`src/rtl/ps2_pkg.sv`:
```
// Shared PS/2 definitions: transmitter state encoding, common command bytes
// and the frame parity helper.
package ps2_pkg;

  typedef enum logic [2:0] {
    IDLE      = 3'd0,
    INHIBIT   = 3'd1,
    RTS       = 3'd2,
    SEND      = 3'd3,
    ACK       = 3'd4,
    WAIT_IDLE = 3'd5
  } tx_state_t;

  localparam logic [7:0] PS2_CMD_SET_LEDS = 8'hED;
  localparam logic [7:0] PS2_CMD_RESET    = 8'hFF;
  localparam logic [7:0] PS2_RESP_ACK     = 8'hFA;

  // Odd parity: data plus parity bit always holds an odd number of ones.
  function automatic logic odd_parity(input logic [7:0] b);
    return ~^b;
  endfunction

endpackage

```
`src/rtl/ps2_line_filter.sv`:
```
// PS/2 line conditioner: 2-FF synchroniser, stability filter and a one-cycle
// pulse on each accepted high-to-low transition.
module ps2_line_filter #(
  parameter int FILTER_CYCLES = 8
) (
  input  logic clk_vga,
  input  logic reset_btn,
  input  logic pin,
  output logic sync,
  output logic fall
);

  localparam int CW = $clog2(FILTER_CYCLES + 1);

  logic          sync_p0;
  logic          sync_p1;
  logic          level;
  logic [CW-1:0] stable_cnt;

  // Idle PS/2 lines are pulled high, so the chain resets to 1 to avoid a false edge.
  always_ff @(posedge clk_vga or posedge reset_btn) begin
    if (reset_btn) begin
      sync_p0    <= 1'b1;
      sync_p1    <= 1'b1;
      level      <= 1'b1;
      stable_cnt <= '0;
      fall       <= 1'b0;
    end else begin
      sync_p0 <= pin;
      sync_p1 <= sync_p0;
      fall    <= 1'b0;
      if (sync_p1 == level) begin
        stable_cnt <= '0;
      end else if (stable_cnt == CW'(FILTER_CYCLES - 1)) begin
        level      <= sync_p1;
        stable_cnt <= '0;
        fall       <= level;
      end else begin
        stable_cnt <= stable_cnt + 1'b1;
      end
    end
  end

  assign sync = sync_p1;

endmodule

```
`src/rtl/ps2_host_tx.sv`:
```
// Host-to-device PS/2 transmitter: inhibit, request-to-send, 11-bit frame
// clocked by the device, ACK check, and a done/error pulse on completion.
module ps2_host_tx
  import ps2_pkg::*;
#(
  parameter int INHIBIT_CYCLES = 5000,
  parameter int SETUP_CYCLES   = 50,
  parameter int FILTER_CYCLES  = 8,
  parameter int TIMEOUT_CYCLES = 1000000
) (
  input  logic       clk_vga,
  input  logic       reset_btn,
  input  logic       tx_valid,
  input  logic [7:0] tx_data,
  output logic       tx_ready,
  input  logic       ps2_clock_in,
  input  logic       ps2_data_in,
  output logic       ps2_clock_oe,
  output logic       ps2_data_oe,
  output logic       rx_mask,
  output logic       done,
  output logic       error
);

  localparam int PHASE_MAX = (INHIBIT_CYCLES > SETUP_CYCLES) ? INHIBIT_CYCLES : SETUP_CYCLES;
  localparam int PW = $clog2(PHASE_MAX + 1);
  localparam int TW = $clog2(TIMEOUT_CYCLES + 1);

  tx_state_t     state;
  logic          clk_sync;
  logic          clk_fall;
  logic          data_p0;
  logic          data_p1;
  logic [PW-1:0] phase_cnt;
  logic [TW-1:0] tmo_cnt;
  logic [3:0]    bit_idx;
  logic [8:0]    frame;
  logic          nack;
  logic [9:0]    wire_bits;
  logic          timed_out;

  ps2_line_filter #(
    .FILTER_CYCLES(FILTER_CYCLES)
  ) u_clk_filter (
    .clk_vga  (clk_vga),
    .reset_btn(reset_btn),
    .pin      (ps2_clock_in),
    .sync     (clk_sync),
    .fall     (clk_fall)
  );

  always_ff @(posedge clk_vga or posedge reset_btn) begin
    if (reset_btn) begin
      data_p0 <= 1'b1;
      data_p1 <= 1'b1;
    end else begin
      data_p0 <= ps2_data_in;
      data_p1 <= data_p0;
    end
  end

  // Payload holds no control meaning, so it is loaded without reset.
  always_ff @(posedge clk_vga) begin
    if (state == IDLE && tx_valid)
      frame <= {odd_parity(tx_data), tx_data};
  end

  // Stop bit is 1, so driving ~bit on it releases the data line.
  assign wire_bits = {1'b1, frame};
  assign timed_out = (tmo_cnt == TW'(TIMEOUT_CYCLES - 1));

  always_ff @(posedge clk_vga or posedge reset_btn) begin
    if (reset_btn) begin
      state        <= IDLE;
      phase_cnt    <= '0;
      tmo_cnt      <= '0;
      bit_idx      <= '0;
      nack         <= 1'b0;
      ps2_clock_oe <= 1'b0;
      ps2_data_oe  <= 1'b0;
      done         <= 1'b0;
      error        <= 1'b0;
    end else begin
      done  <= 1'b0;
      error <= 1'b0;
      case (state)
        IDLE: begin
          if (tx_valid) begin
            state        <= INHIBIT;
            ps2_clock_oe <= 1'b1;
            ps2_data_oe  <= 1'b0;
            phase_cnt    <= '0;
          end
        end
        INHIBIT: begin
          if (phase_cnt == PW'(INHIBIT_CYCLES - 1)) begin
            state       <= RTS;
            ps2_data_oe <= 1'b1;
            phase_cnt   <= '0;
          end else begin
            phase_cnt <= phase_cnt + 1'b1;
          end
        end
        RTS: begin
          if (phase_cnt == PW'(SETUP_CYCLES - 1)) begin
            state        <= SEND;
            ps2_clock_oe <= 1'b0;
            bit_idx      <= '0;
            tmo_cnt      <= '0;
          end else begin
            phase_cnt <= phase_cnt + 1'b1;
          end
        end
        SEND: begin
          if (clk_fall) begin
            tmo_cnt     <= '0;
            ps2_data_oe <= ~wire_bits[bit_idx];
            bit_idx     <= bit_idx + 1'b1;
            if (bit_idx == 4'd9)
              state <= ACK;
          end else if (timed_out) begin
            state       <= IDLE;
            ps2_data_oe <= 1'b0;
            error       <= 1'b1;
          end else begin
            tmo_cnt <= tmo_cnt + 1'b1;
          end
        end
        ACK: begin
          if (clk_fall) begin
            nack    <= data_p1;
            tmo_cnt <= '0;
            state   <= WAIT_IDLE;
          end else if (timed_out) begin
            state <= IDLE;
            error <= 1'b1;
          end else begin
            tmo_cnt <= tmo_cnt + 1'b1;
          end
        end
        WAIT_IDLE: begin
          if (clk_sync && data_p1) begin
            done  <= ~nack;
            error <= nack;
            state <= IDLE;
          end else if (timed_out) begin
            state <= IDLE;
            error <= 1'b1;
          end else begin
            tmo_cnt <= tmo_cnt + 1'b1;
          end
        end
        default: begin
          state        <= IDLE;
          ps2_clock_oe <= 1'b0;
          ps2_data_oe  <= 1'b0;
        end
      endcase
    end
  end

  assign tx_ready = (state == IDLE);
  assign rx_mask  = (state != IDLE);

endmodule

```
`config.mk`:
```
export PLATFORM = sky130hd
export DESIGN_NAME = ps2_host_tx
export DESIGN_NICKNAME = d
export VERILOG_FILES = /design/src/rtl/ps2_pkg.sv /design/src/rtl/ps2_line_filter.sv /design/src/rtl/ps2_host_tx.sv
export SDC_FILE = /design/constraint.sdc
export NUM_CORES = 1
export LEC_CHECK = 0
export CORE_AREA = 2 2 81 83
export CTS_CLUSTER_DIAMETER = 30
export DETAILED_ROUTE_END_ITERATION = 8
export DIE_AREA = 0 0 83 85
export PLACE_DENSITY = 0.82
export RECOVER_POWER = 50
export SLEW_MARGIN = 0
export SYNTH_ARGS = -nofsm -noshare
export SYNTH_HDL_FRONTEND = slang
export SYNTH_SLANG_ARGS = --single-unit
```
`constraint.sdc`:
```
create_clock -name clk_vga -period 3.1 [get_ports clk_vga]
set_input_delay 0.62 -clock clk_vga [delete_from_list [all_inputs] [get_ports clk_vga]]
set_output_delay 0.62 -clock clk_vga [all_outputs]
set_load 0.01 [all_outputs]
```
* After elaboration in Yosys (flattened, before gate mapping)
Index checks and enable logic that the tools add are counted.
Widths: inputs -> output; s select.
** Storage, ports and cells
- Register bits :: 64
- Input bits :: 13
** Operators by class
- $add $sub $neg :: 4
- $lt $le $gt $ge :: 1
- Equality and inequality tests :: 19
- Mux-type cells :: 41
- Bitwise gates (word level) :: 5
- Reductions and logical operators :: 19
** Operators by type and width (number)
- $mux 20 :: 4
- $pmux 20 s3 :: 1
- $mux 13 :: 3
- $pmux 13 s3 :: 1
- $mux 3 :: 8
- $add 20x1->20 const B :: 1
- $eq 20x20->1 const B :: 1
- $pmux 3 s6 :: 1
- $mux 4 :: 4
- $mux 1 :: 14
- $add 13x1->13 const B :: 1
- $eq 13x13->1 const B :: 1
- $eq 13x6->1 const B :: 1
- $reduce_and 3->1 :: 4
- $ne 2x2->1 const B :: 5
- $reduce_bool 3->1 :: 3
- $add 4x1->4 const B :: 2
- $pmux 4 s2 :: 1
- $reduce_and 4->1 :: 2
- $reduce_xnor 8->1 :: 1
- $eq 3x2->1 const B :: 2
- $eq 3x3->1 const B :: 2
- $lt 4x5->1 const B :: 1
- $not 1->1 :: 5
- 18 further kinds :: 20

* Longest topological paths before layout
- Depth after elaboration :: 5
- Gate-level depth with buffers :: 9
- Gate-level depth less buffers :: 7

* Modules after synthesis
Synthesis repeated with hierarchy kept, for this count alone.
** Second synthesis, totals
- Cells, all modules :: 368
- Area total of the unflattened synthesis :: 3539.6 um2
** By module, submodules not included
- ps2_host_tx :: instances 1, cells an instance 346, area each 3224.3 um2, sequential area each 1448.9 um2
- ps2_line_filter :: instances 1, cells an instance 22, area each 315.3 um2, sequential area each 203.9 um2

* Worst setup path before layout
OpenSTA, ideal clock, no wires.
- Path type :: register to register
- Start point :: register phase_cnt[3]
- End point :: register phase_cnt[5]
- Library setup time :: 0.121 ns
- Arrival time :: 1.842 ns
- Required time :: 2.979 ns
- Setup slack :: 1.137 ns
- Stages on the path, launching flop included :: 6
- Buffers on the path :: 0
- Period minus slack after synthesis :: 1.963 ns
- Path through :: dfrtp_1 > or4_4 > o311ai_4 > a21oi_2 > a21o_1 > a22o_1
** Between the ends
- Cells in the longest elaborated chain, start to end :: 3
- Elaborated cells between the ends (all ways) :: 8
- Classes of those cells :: add/sub (1); eq/ne (3); mux (3); reduce/logical (1)
** Ends and longest elaborated chain
- from (decl) :: line ps2_host_tx.sv:34 : logic [PW-1:0] phase_cnt;
- from (signal assigned) :: line ps2_host_tx.sv:101 : phase_cnt <= phase_cnt + 1'b1;
- from (signal assigned) :: line ps2_host_tx.sv:111 : phase_cnt <= phase_cnt + 1'b1;
- $add 13x1->13 (tied with other cells) :: line ps2_host_tx.sv:101, ps2_host_tx.sv:111
- $mux 13 (tied with other cells) :: line ps2_host_tx.sv:105 : if (phase_cnt == PW'(SETUP_CYCLES - 1)) begin
- $pmux 13 s3 or $reduce_and 3->1 (tied branches)
Several ways; a longest one is shown, not always the timed one. The select of a mux whose other input is x is not followed.
A chain may end at the register's enable or synchronous reset.

* Final worst setup path
- Start point :: register state[1]
- End point :: register tmo_cnt[12]
** Between the ends
- Cells in the longest elaborated chain, start to end :: 4
- Elaborated cells between the ends (all ways) :: 10
- Classes of those cells :: eq/ne (6); mux (1); reduce/logical (3)
** Ends and longest elaborated chain
- from (decl) :: line ps2_host_tx.sv:29 : tx_state_t state;
- from (signal assigned) :: line ps2_host_tx.sv:74 : state <= IDLE;
- from (signal assigned) :: line ps2_host_tx.sv:89 : state <= INHIBIT;
- from (signal assigned) :: line ps2_host_tx.sv:97 : state <= RTS;
- $eq 3x3->1 or $eq 3x2->1 (tied branches) :: line ps2_host_tx.sv:86 : case (state)
- $reduce_or 2->1 (no line)
- $reduce_bool 3->1 (no line)
- $reduce_and 3->1 (no line)
- to (signal assigned) :: line ps2_host_tx.sv:126 : tmo_cnt <= tmo_cnt + 1'b1;
- to (signal assigned) :: line ps2_host_tx.sv:138 : tmo_cnt <= tmo_cnt + 1'b1;
- to (signal assigned) :: line ps2_host_tx.sv:150 : tmo_cnt <= tmo_cnt + 1'b1;
- to (decl) :: line ps2_host_tx.sv:35 : logic [TW-1:0] tmo_cnt;
Several ways; a longest one is shown, not always the timed one.

==> summary by stage <==
Worst setup path
Data arrives at the worst endpoint at 2.78 ns. The startpoint type of the worst setup path is a flip-flop. The worst setup path is captured at a flip-flop. The setup slack of the worst register-to-register path is 0.54 ns. The endpoint required time on the critical path is 3.31 ns. In this run the worst path has a maximum fanout of 17. The critical path start-end classification is flip-flop to flip-flop.

Timing
The clock period minus worst slack is 2.56 ns. The actual transition at the worst max-transition pin is 0.899 ns. Setup repair after global routing left no endpoint under its margin.

The final count of pins violating max slew was 0. The worst relative slew slack is 0.400. The final setup TNS is 0 ns.

Based on the critical path, the design can be clocked at up to 0.390 GHz. Between clock sinks in the finished design, the worst skew comes to 0.00908 ns. Setup violations remaining at the end of the flow were counted as 0. The number of hold-slack violations in the final timing report is 0.

The share of the clock period used by the worst path after layout is 0.827.

Clock tree
The tree is rooted in a sky130_fd_sc_hd__clkbuf_8. The post-CTS setup buffer count is 0. The number of clock buffers inserted by TritonCTS is 9.

Clock-pin slew was measured on the worst setup and hold paths at 0.07 ns. After clock tree synthesis, the repair step resized 0 gates. The maximum count of clock buffers along a single path is 2.

TritonCTS built the clock tree. For the worst-skew pair, the clock arrives at the later sink with an insertion delay of 0.35 ns. The total clock sinks is 64. For this design, the CTS-stage hold fixing added 0 buffers.

In this run the number of H-tree levels came out at 3.

GRT
Global routing finished with a remaining overflow of 0. The via count of the first global-routing pass is 2908. The initial antenna violation count came to 0. The largest net degree at the start of global routing is 32. In the global route stage, overall resource usage came out at 0.234.

The wire length of the first global-routing pass is 13500 um.

Cells and area
The final layout contains 411 nets. Compared with the post-synthesis result, the final layout area differs by 14.1%. The cell area after layout is 4090 um^2.

The utilization of the core after routing is 0.659. 0 antenna diodes ended up in the layout. Of the cells placed in the final design, the portion with a size suffix greater than 1 is 0.106. The number of filler cells placed in the layout is 470.

Logic synthesis
The commonest cells after synthesis are 50 x sky130_fd_sc_hd__dfrtp_1, 29 x sky130_fd_sc_hd__nand2_1, 26 x sky130_fd_sc_hd__a21oi_1. The most used flip-flop cell after synthesis is sky130_fd_sc_hd__dfrtp_1. The register area share after synthesis is 0.461. Each instance of the synthesized netlist takes up on average 9.60 um^2. The most frequent cell after synthesis is sky130_fd_sc_hd__dfrtp_1. After technology mapping, the gate count stands at 373. The netlist area before placement is 3580 um^2.

The number of enable flip-flop cells after synthesis is 9. The fraction of synthesis flops using an asynchronous set or reset pin is 0.859. The synthesized netlist contains 60 unique library cells.

The proportion of netlist area held by the largest area contributor is 0.349. The warning count from the yosys run is 0. The number of nets in the synthesized netlist is 392. The dominant cell type by area after synthesis is sky130_fd_sc_hd__dfrtp_1. In this run, synthesis produced a sequential element count of 64.

After synthesis, the cell types taking the most area are sky130_fd_sc_hd__dfrtp_1 35%, sky130_fd_sc_hd__edfxtp_1 7.5%, sky130_fd_sc_hd__dfstp_2 3.7%, sky130_fd_sc_hd__a21oi_1 3.6%, sky130_fd_sc_hd__o21ai_0 3.5%.

Pwr
Of the total power, registers draw 0.421. Power spread over the standard cell area amounts to 610 nW/um^2. The clock network fraction of total power is 0.366. The worst voltage drop across the vdd grid is 0.335 mV. The internal power contribution is 0.00174 W. In this run the static leakage power is 1.64 nW. Of the total power, combinational logic draws 0.213. The total power is 0.00250 W. In this run the power spent charging and discharging nets is 0.000756 W. The switching power as a share of total power is 0.303.

Floorplan
The die height is 85 um. The initial cell density of the core is 0.577. The number of primary I/O pins is 19.

The die outline width is 83 um. The row count is 29. The floorplan step defined a die boundary enclosing 7060 um^2. After floorplanning, the core was sized to cover 6200 um^2.

Min path
The path type of the worst min-delay path is flip-flop to flip-flop.

Route
The number of vias per cell is 6.28. The count of TritonRoute iterations in the first routing pass is 4. Summing over every cut layer, the via total after detailed routing is 2977. The total wire length is 7710 um.

After the first detailed-routing iteration, the DRC count stood at 213. Dividing the detail-routed wire length by the instance count gives 16.3 um. For this run, design rule violations remaining after detail routing come to 0.

The residual antenna-violating net count after detailed routing is 0.

Placed design
Port buffering added 18 buffers. The routability-driven placement congestion ratio is 0.827. The post-detailed-placement cell area is 3840 um^2. The HPWL after detailed placement is 5350 um.

Run status
The flow ran to the end, and the final reports show no timing, DRC or antenna violations.

Run
Across the run, the number of max-cap violations was 0.
## area by class of cell
cell class	instances	area, um^2	share of cell area
Multi-Input combinational cell	282	1820	0.444
Sequential cell	64	1650	0.404
Timing Repair Buffer	24	223	0.0545
Clock buffer	13	190	0.0465
Tap cell	77	96.3	0.0236
Clock inverter	3	68.8	0.0168
Inverter	11	41.3	0.0101
## registers in the layout, summed over array words and instances (netlist names), 3 cells and up
signal / flops
phase_cnt: 13
state: 3
tmo_cnt: 20
bit_idx: 4
u_clk_filter.stable_cnt: 4
frame: 9
## worst paths after layout
path,startpoint,to,cells after the start
worst max-delay path,state[1],tmo_cnt[12],5
worst min-delay path,data_p0,data_p1,0
worst max register to register,state[1],tmo_cnt[12],5
worst min register to register,data_p0,data_p1,0
max in group asynchronous,reset_btn,phase_cnt[9],3
min in group asynchronous,reset_btn,tmo_cnt[19],2
## placed cells by master (no fill, tap or decap), types with 8 or more instances in the layout
cell | Yosys | routed
sky130_fd_sc_hd__a21oi_1 | 26 | 26
sky130_fd_sc_hd__clkbuf_8 | 0 | 12
sky130_fd_sc_hd__dfrtp_1 | 50 | 50
sky130_fd_sc_hd__dlygate4sd3_1 | 0 | 11
sky130_fd_sc_hd__edfxtp_1 | 9 | 9
sky130_fd_sc_hd__inv_1 | 11 | 11
sky130_fd_sc_hd__mux2i_1 | 8 | 8
sky130_fd_sc_hd__nand2_1 | 29 | 29
sky130_fd_sc_hd__nand3_1 | 24 | 24
sky130_fd_sc_hd__nand4_1 | 8 | 8
sky130_fd_sc_hd__nor2_1 | 24 | 24
sky130_fd_sc_hd__nor3_1 | 10 | 10
sky130_fd_sc_hd__o21ai_0 | 25 | 25
sky130_fd_sc_hd__o31ai_1 | 10 | 10
sky130_fd_sc_hd__xnor2_1 | 11 | 11
## worst max-delay path, cell delays in order (launching register included)
cell and delay, ns:
sky130_fd_sc_hd__dfrtp_1 0.64, sky130_fd_sc_hd__nor2b_1 0.17, sky130_fd_sc_hd__o21ai_0 0.58, sky130_fd_sc_hd__nand2_1 0.28, sky130_fd_sc_hd__nor2_1 0.64, sky130_fd_sc_hd__nor2_1 0.10
## stage by stage
step | std cells | setup WS [ns] | hold slack [ns]
after CTS | 474 | 0.532 | 0.359
after floorplan | 373 | 1.14 | 0.345
after detailed placement | 458 | 0.527 | 0.348
final | 474 | 0.537 | 0.357
after global routing | 474 | 0.276 | 0.362
after global placement | 458 | 0.638 | 0.346
## power groups by stage
stage | sequential [W] | combinational [W] | clock (W)
2_1_floorplan | 0.00103 | 0.000430 | 0
3_3_place_gp | 0.00106 | 0.000519 | 0
3_5_place_dp | 0.00107 | 0.000538 | 0
4_1_cts | 0.00105 | 0.000539 | 0.000928
5_1_grt | 0.00107 | 0.000596 | 0.000965
6_report | 0.00105 | 0.000531 | 0.000913
## routing by layer
| layer | track usage | vias up | routed length (um) |
|---|---|---|---|
| met5 | 0 | - | 0 |
| met4 | 0.0864 | 0 | 106 |
| met3 | 0.0535 | 11 | 346 |
| met2 | 0.389 | 72 | 3810 |
| met1 | 0.302 | 1459 | 3440 |
| li1 | - | 1435 | - |
## cells by family (layout without fill, tap and decap cells)
| family | count (synthesis) | count (layout) | synth area share |
|---|---|---|---|
| flip-flops | 64 | 64 | 0.461 |
| AND/OR/NAND/NOR | 151 | 151 | 0.234 |
| buffers and inverters | 27 | 51 | 0.0314 |
| XOR/XNOR | 14 | 14 | 0.0342 |
| AO/OA/AOI/OAI | 100 | 100 | 0.187 |
| multiplexers | 11 | 11 | 0.0318 |
| adder cells (fa/ha/maj) | 6 | 6 | 0.0210 |
Note: power is estimated with default switching activity, not from simulation.
